==> src/rtl/hex_keypad_entry.sv <==
// 4x4 matrix keypad scanner with sweep-based debounce.
// Each accepted key is shifted as a hex digit into a 16-bit entry register.
module hex_keypad_entry #(
  parameter int unsigned SCAN_DIV = 50000,
  parameter int unsigned DEBOUNCE = 4
) (
  input  logic        clk,
  input  logic        RST,
  output logic [3:0]  KEY_ROW,
  input  logic [3:0]  KEY_COL,
  input  logic        CLR,
  output logic [15:0] HEXS,
  output logic [2:0]  ndigits,
  output logic        key_valid,
  output logic [3:0]  key_code
);

  localparam int unsigned PW         = $clog2(SCAN_DIV);
  localparam logic [PW-1:0] PRESC_LAST = PW'(SCAN_DIV - 1);
  localparam logic [7:0]    DEB_N      = 8'(DEBOUNCE);
  localparam bit            DEB_ONE    = (DEBOUNCE == 1);

  // Sweep accumulator encoding: nothing seen, one key seen, ambiguous.
  localparam logic [1:0] HITS_NONE   = 2'd0;
  localparam logic [1:0] HITS_SINGLE = 2'd1;
  localparam logic [1:0] HITS_MULTI  = 2'd2;

  typedef enum logic [1:0] {
    IDLE = 2'd0,
    DEB  = 2'd1,
    HELD = 2'd2
  } state_t;

  state_t        state;
  logic [PW-1:0] presc;
  logic [1:0]    row;
  logic [1:0]    acc_hits;
  logic [3:0]    acc_code;
  logic [3:0]    cand;
  logic [7:0]    cnt;
  logic [7:0]    rcnt;

  logic [3:0] col_low_c;
  logic [2:0] nlow_c;
  logic [1:0] col_idx_c;
  logic [1:0] row_nxt_c;
  logic [1:0] sweep_hits_c;
  logic [3:0] sweep_code_c;
  logic       is_last_c;
  logic       sweep_done_c;
  logic       sweep_single_c;
  logic       sweep_none_c;
  logic       accept_c;

  // Classify the current row sample and merge it into the sweep result.
  always_comb begin
    col_low_c = ~KEY_COL;
    nlow_c    = 3'(col_low_c[0]) + 3'(col_low_c[1]) + 3'(col_low_c[2]) + 3'(col_low_c[3]);
    col_idx_c = 2'd0;
    if (col_low_c[0])      col_idx_c = 2'd0;
    else if (col_low_c[1]) col_idx_c = 2'd1;
    else if (col_low_c[2]) col_idx_c = 2'd2;
    else if (col_low_c[3]) col_idx_c = 2'd3;

    sweep_hits_c = acc_hits;
    sweep_code_c = acc_code;
    if (nlow_c == 3'd1 && acc_hits == HITS_NONE) begin
      sweep_hits_c = HITS_SINGLE;
      sweep_code_c = {row, col_idx_c};
    end else if (nlow_c != 3'd0) begin
      sweep_hits_c = HITS_MULTI;
    end

    row_nxt_c      = row + 2'd1;
    is_last_c      = (presc == PRESC_LAST);
    sweep_done_c   = is_last_c && (row == 2'd3);
    sweep_single_c = (sweep_hits_c == HITS_SINGLE);
    sweep_none_c   = (sweep_hits_c == HITS_NONE);

    accept_c = 1'b0;
    if (sweep_done_c && sweep_single_c) begin
      if (state == IDLE && DEB_ONE)
        accept_c = 1'b1;
      else if (state == DEB && sweep_code_c == cand && (cnt + 8'd1) == DEB_N)
        accept_c = 1'b1;
    end
  end

  // Scanner, debounce FSM and digit register.
  always_ff @(posedge clk) begin
    if (RST) begin
      state     <= IDLE;
      presc     <= '0;
      row       <= 2'd0;
      KEY_ROW   <= 4'b1110;
      acc_hits  <= HITS_NONE;
      acc_code  <= 4'd0;
      cand      <= 4'd0;
      cnt       <= 8'd0;
      rcnt      <= 8'd0;
      HEXS      <= 16'h0000;
      ndigits   <= 3'd0;
      key_valid <= 1'b0;
      key_code  <= 4'd0;
    end else begin
      key_valid <= accept_c;
      if (accept_c)
        key_code <= sweep_code_c;

      if (is_last_c) begin
        presc   <= '0;
        row     <= row_nxt_c;
        KEY_ROW <= ~(4'b0001 << row_nxt_c);
        if (row == 2'd3) begin
          acc_hits <= HITS_NONE;
          acc_code <= 4'd0;
        end else begin
          acc_hits <= sweep_hits_c;
          acc_code <= sweep_code_c;
        end
      end else begin
        presc <= presc + PW'(1);
      end

      if (sweep_done_c) begin
        case (state)
          IDLE: begin
            if (sweep_single_c) begin
              cand <= sweep_code_c;
              if (DEB_ONE) begin
                state <= HELD;
                rcnt  <= 8'd0;
              end else begin
                state <= DEB;
                cnt   <= 8'd1;
              end
            end
          end
          DEB: begin
            if (!sweep_single_c) begin
              state <= IDLE;
              cnt   <= 8'd0;
            end else if (sweep_code_c != cand) begin
              cand <= sweep_code_c;
              cnt  <= 8'd1;
            end else if (accept_c) begin
              state <= HELD;
              cnt   <= 8'd0;
              rcnt  <= 8'd0;
            end else begin
              cnt <= cnt + 8'd1;
            end
          end
          HELD: begin
            if (sweep_none_c) begin
              if ((rcnt + 8'd1) == DEB_N) begin
                state <= IDLE;
                rcnt  <= 8'd0;
              end else begin
                rcnt <= rcnt + 8'd1;
              end
            end else begin
              rcnt <= 8'd0;
            end
          end
          default: state <= IDLE;
        endcase
      end

      // Clear beats a coincident accept for the digit register only.
      if (CLR) begin
        HEXS    <= 16'h0000;
        ndigits <= 3'd0;
      end else if (accept_c) begin
        HEXS    <= {HEXS[11:0], sweep_code_c};
        ndigits <= (ndigits == 3'd4) ? 3'd4 : ndigits + 3'd1;
      end
    end
  end

endmodule

==> config.mk <==
export PLATFORM = sky130hd
export DESIGN_NAME = hex_keypad_entry
export DESIGN_NICKNAME = d
export VERILOG_FILES = /design/src/rtl/hex_keypad_entry.sv
export SDC_FILE = /design/constraint.sdc
export NUM_CORES = 1
export LEC_CHECK = 0
export ABC_CLOCK_PERIOD_IN_PS = 4680
export BUFFER_PORTS_ARGS = -buffer_cell sky130_fd_sc_hd__buf_2
export CAP_MARGIN = 40
export CORE_MARGIN = 2
export CORE_UTILIZATION = 55
export CTS_CLUSTER_SIZE = 40
export DETAILED_ROUTE_END_ITERATION = 7
export GPL_TIMING_DRIVEN = 0
export PLACE_DENSITY = 0.8
export SETUP_SLACK_MARGIN = 0.4
export SYNTH_ARGS = -nofsm -noshare
export SYNTH_HDL_FRONTEND = slang
export SYNTH_SLANG_ARGS = --single-unit
==> constraint.sdc <==
create_clock -name clk -period 4.68 [get_ports clk]
set_input_delay 0.468 -clock clk [delete_from_list [all_inputs] [get_ports clk]]
set_output_delay 0.468 -clock clk [all_outputs]
set_load 0.02 [all_outputs]
== Word-level counts from Yosys, hierarchy flattened ==
Index checks and enable logic that the tools add are counted.

* Flip-flop bits (word level): 74
* Memories kept: 0
* Output and inout bits: 28
* Memory bits (writable): 0
* Logic and storage cells: 95
* Input bits: 7
* Bits in latches: 0
* Memory bits (read-only): 0

* Multipliers: 0
* Muxes and demuxes: 34
* Reduce and logical (&&, ||, !) cells: 17
* Equal/unequal tests: 20
* Magnitude comparators: 0
* Divide/modulo/power cells: 0
* Add/sub/neg operators: 8
* Bitwise logic cells: 2
* Shift-type cells: 1

{| class="wikitable"
|+ Operators with widths
! cell !! count
|-
| $mux 8 || 9
|-
| $pmux 8 s2 || 2
|-
| $mux 2 || 13
|-
| $mux 4 || 5
|-
| $add 16x1->16 const B || 1
|-
| $add 8x1->8 const B || 2
|-
| $eq 16x16->1 const B || 1
|-
| $eq 8x3->1 const B || 2
|-
| $ne 2x2->1 const B || 6
|-
| $reduce_and 5->1 || 2
|-
| $not 4->4 || 2
|-
| $pmux 4 s2 || 1
|-
| $logic_not 2->1 || 3
|-
| $ne 3x3->1 const B || 2
|-
| $pmux 2 s3 || 1
|-
| $reduce_and 6->1 || 1
|-
| $logic_and 1x1->1 || 5
|-
| $eq 2x1->1 const B || 2
|-
| $eq 2x2->1 const B || 2
|-
| $eq 4x4->1 || 1
|-
| $ne 4x4->1 || 1
|-
| $reduce_bool 2->1 || 2
|-
| $reduce_or 2->1 || 2
|-
| $shl 1x2->4 const A || 1
|-
| 12 further kinds || 13
|}

== Logic depth before layout (Yosys ltp) ==
* Depth in word-level cells: 16
* Gate-level depth with buffers: 12
* Depth with buffers taken out: 11

== Least setup slack after synthesis ==
OpenSTA, ideal clock, no wires.

* Kind: input port to flip-flop
* Start: in KEY_COL[0]
* End: reg HEXS[4]
* Cell stages on the path: 12
* Buffers on the path: 1
* Data required time: 4.551 ns
* Data arrival time: 3.655 ns
* Slack: 0.897 ns
* Setup time: 0.129 ns
* Cells stage by stage: fa_1 > inv_1 > ha_1 > ha_1 > or4_4 > a2111oi_4 > a21oi_2 > a221o_4 > nor4b_4 > buf_6 > mux2i_1 > nor2_1

* Longest elaborated chain between the ends: 12
* Elaborated cells on any way between the ends: 18
* Classes of those cells: add/sub: 3; eq/ne: 3; mux: 6; bitwise: 1; reduce/logical: 5

{| class="wikitable"
|+ RTL lines
! element !! RTL line !! source
|-
| from (decl) || 10 || <nowiki>input logic [3:0] KEY_COL,</nowiki>
|-
| $not 4->4 (*) || 57 || <nowiki>col_low_c = ~KEY_COL;</nowiki>
|-
| $add 1x1->2 || 58 || <nowiki>nlow_c = 3'(col_low_c[0]) + 3'(col_low_c[1]) + 3'(col_low_c[2]) + 3'(col_low_c[3]);</nowiki>
|-
| $add 2x1->3 || 58 ||
|-
| $add 3x1->3 || 58 ||
|-
| $eq 3x1->1 || 67 || <nowiki>if (nlow_c == 3'd1 && acc_hits == HITS_NONE) begin</nowiki>
|-
| $logic_and 1x1->1 || 67 ||
|-
| $mux 4 || 67 ||
|-
| $eq 4x4->1 || 84 || <nowiki>else if (state == DEB && sweep_code_c == cand && (cnt + 8'd1) == DEB_N)</nowiki>
|-
| $logic_and 1x1->1 (2 in series) || 84 ||
|-
| $mux 1 || 84 ||
|-
| $mux 1 (*) || 81 || <nowiki>if (sweep_done_c && sweep_single_c) begin</nowiki>
|-
| to (signal assigned) || 175 || <nowiki>HEXS <= {HEXS[11:0], sweep_code_c};</nowiki>
|-
| to (decl) || 12 || <nowiki>output logic [15:0] HEXS,</nowiki>
|}

Mark *: on every way between the ends. The rest lies on a longest branch, timed or not.
A chain may end at the register's enable or synchronous reset.

== Worst setup path after layout ==
* Start: in KEY_COL[0]
* End: reg rcnt[1]

* Longest elaborated chain between the ends: 14
* Elaborated cells on any way between the ends: 26
* Classes of those cells: add/sub: 3; eq/ne: 7; mux: 8; bitwise: 1; reduce/logical: 7

{| class="wikitable"
|+ RTL lines
! element !! RTL line !! source
|-
| $not 4->4 (*) || 57 ||
|-
| $add 1x1->2 || 58 ||
|-
| $add 2x1->3 || 58 ||
|-
| $add 3x1->3 || 58 ||
|-
| $eq 3x1->1 || 67 ||
|-
| $logic_and 1x1->1 || 67 ||
|-
| $mux 4 || 67 ||
|-
| $eq 4x4->1 || 84 ||
|-
| $logic_and 1x1->1 (2 in series) || 84 ||
|-
| $mux 1 || 84 ||
|-
| $mux 1 || 81 ||
|-
| $ne 2x2->1 (no line) || - ||
|-
| $reduce_and 5->1 (no line) || - ||
|-
| to (signal assigned) || 160 || <nowiki>rcnt <= rcnt + 8'd1;</nowiki>
|-
| to (decl) || 41 || <nowiki>logic [7:0] rcnt;</nowiki>
|}

Marked as above.

==> reports/metrics.cfg <==
[sta]
skew_ps=12.1
worstMarginPinSlew_ps=750
timing.fmax_mhz=254
slew_headroom_pct=50.0
drv_slew=0
finalSetupViolations=0
finalCriticalPeriod_ps=3940
fin_crit_sh_pct=84.1
hold_violations=0
rsz0062_at_grt=false
fin_tns_setup_ps=0

[floorplan]
chipWidth_um=85.6
coreArea_um2=6390
fp-row-count=29
dieArea_um2=7320
pin_count=35
start_util_pct=57.3
die_h_um=85.6

[yosys]
synth.top_cell.area_share_pct=40.5
yosys_warnings=0
syn_nets=442
ys_seq_elements=74
yosys-top-cells-count=dfxtp_1 (74), nor2_1 (58), nand2_1 (37)
yosysSeqAreaShare_pct=40.5
avgSynthCellArea_um2=8.70
yosysTopAreaCell=dfxtp_1
synthArstFlopShare_pct=0
synth.area.top_cells=dfxtp_1 (40%), nor2_1 (5.9%), ha_1 (4.4%)
synth_cell_type_count=60
synth_flop_cell=dfxtp_1
synth_edf_count=0
syn_inst=421
syn_area_um2=3660
yosysMostFrequentCell=dfxtp_1

[clock_tree]
clkTransAtPathRegs_ps=70
cts_sinks=74
holdBufCountCts=0
root_buffer=clkbuf_8
clk_latency_ps=360
ctsResizeCount=0
cts_tree=yes
cts_setup_buffers=0
cts_buffers=9
cts_buffer_depth=2
htreeDepth=3

[hold_path]
hold_class=flip-flop to flip-flop
whs_endpoint=acc_code[0]$_SDFFE_PP0N_
hp-start=acc_code[0]$_SDFFE_PP0N_
holdPathStages=2

[setup_path]
rr_endpoint=HEXS[12]$_SDFFE_PP0P_
startpoint_type=input pin
r2r-start=presc[7]$_SDFF_PP0_
path_class=input pin to flip-flop
worst_ep_arrival_time_ps=4220
crit_path_end_kind=flip-flop
r2r_slack_ps=1640
rr_worst_depth=8
cp_data_required_time_ps=4960
cp_max_fo=7

[final_layout]
instances_no_fill=548
nets=487
diodes=0
area_growth_syn_to_layout_pct=12.6
drive_above_1_share_pct=15.1
fill_cells=547

[routing]
wl_per_cell_um=14.3
viasPerCell=5.71
vias=3129
dr.pass1.iters=5
wl_um=7820
ant_nets=0
drc=0
drt_iter0_drc=89

[pwr]
p_per_area_nw_per_um2=294
total_leakage_power_nw=1.54
vdd_drop_max_uv=233

[grt]
grt_antenna_before_repair=0
grt_util_all_layers_pct=22.7
grt_max_degree=13
first_global_vias=2990
overflow=0
grt_first_pass_wirelength_um=13500

[placement]
portBuffers=34
globalplace.congestion=0.871
dp.cells=532
post-dp-hpwl_um=5540

[run]
drv_cap=0

[status]
outcome=completed

report_power, final:
part / internal (W) / total [W] / switching (W)
combinational: 0.0000232 / 0.0000800 / 0.0000567
sequential: 0.000631 / 0.000633 / 0.00000142
clock: 0.000261 / 0.000499 / 0.000238
total: 0.000916 / 0.00121 / 0.000296
flip-flops by register name, summed over array words and instances, names as in the netlist:
register and count:
key_valid 1, rcnt 8, ndigits 3, cand 4, key_code 4, acc_code 4, cnt 8, KEY_ROW 4
presc 16, row 2, acc_hits 2, state 2, HEXS 16
routing by layer:
layer | part of all wire [%] | track usage [%] | wire [µm] | up-vias
li1 | - | - | - | 1580
met1 | 46 | 28.1 | 3620 | 1482
met2 | 48 | 38.5 | 3740 | 53
met3 | 3.9 | 5.29 | 305 | 14
met4 | 2.0 | 8.80 | 153 | 0
met5 | 0 | 0 | 0 | -
kinds of logic (layout without fill, tap and decap cells):
logic type	Yosys count	after routing	share of synthesized area, %
and+or+nand+nor	185	185	26.7
adders and majority gates	14	14	4.99
muxes	16	16	4.37
DFF	74	74	40.5
buffers and inverters	33	83	4.00
xor gates and xnor gates	14	14	3.35
AOI/OAI and AO/OA	85	85	16.1
placed cells by master (no fill, tap or decap), types with 3 or more instances in the layout:
cell type,count
dfxtp_1,74
nor2_1,58
nand2_1,37
buf_2,34
a21oi_1,23
o21ai_0,18
nor3_1,18
clkbuf_1,16
mux2i_1,16
inv_1,15
ha_1,13
nand3_1,11
and3_1,10
clkbuf_8,10
o21a_1,8
xnor2_1,7
and2_1,7
xor2_1,7
a211oi_1,5
nand4_1,5
nor4_1,4
nand2b_1,4
nor2b_1,4
a31oi_1,4
or3_1,4
a31o_2,3
buf_6,3
nor3_2,3
o211ai_1,3
stage by stage:
step | hold slack (ps) | total power [W] | worst slack, ps | instance area, µm² | utilization [%]
after floorplan | 413 | 0.000705 | 897 | 3660 | -
after global placement | 428 | 0.000725 | 476 | 3930 | 61.5
after detailed placement | 438 | 0.000728 | 361 | 3930 | 61.5
after CTS | 457 | 0.00122 | 728 | 4120 | 64.6
after global routing | 476 | 0.00126 | 408 | 4120 | 64.6
final | 458 | 0.00121 | 744 | 4120 | 64.6
how the worst max path moves through the flow:
stage               slack [ps]        from  depth (start not counted)                    end
finish                     740  KEY_COL[0]                         12   rcnt[1]$_SDFFE_PP0P_
global route               410  KEY_COL[0]                         12   rcnt[1]$_SDFFE_PP0P_
CTS                        730  KEY_COL[0]                         12   rcnt[1]$_SDFFE_PP0P_
detailed placement         360  KEY_COL[0]                         13  HEXS[12]$_SDFFE_PP0P_
global placement           480  KEY_COL[0]                         13  HEXS[10]$_SDFFE_PP0P_
floorplan                  900  KEY_COL[0]                         12   HEXS[4]$_SDFFE_PP0P_
final cells by class:
| cell class | count | area (µm²) | area share (%) |
|---|---|---|---|
| multi-input cells | 314 | 2030 | 49.3 |
| flip-flops and latches | 74 | 1480 | 35.9 |
| repair buffers | 34 | 170 | 4.13 |
| clock buffers | 12 | 145 | 3.52 |
| well taps | 77 | 96.3 | 2.34 |
| plain buffers | 18 | 90.1 | 2.18 |
| inverters | 15 | 56.3 | 1.37 |
| clock inverters | 4 | 51.3 | 1.24 |
critical path: stages:
cell       delay, ps
buf_2            120
fa_1             540
inv_1             40
ha_1             170
ha_1             330
nor4_1           610
o2111ai_1        320
and3b_1          280
o211ai_2         340
nor2_1           110
a32oi_1          640
mux2i_1          240
Note: power is estimated with default switching activity, not from simulation.
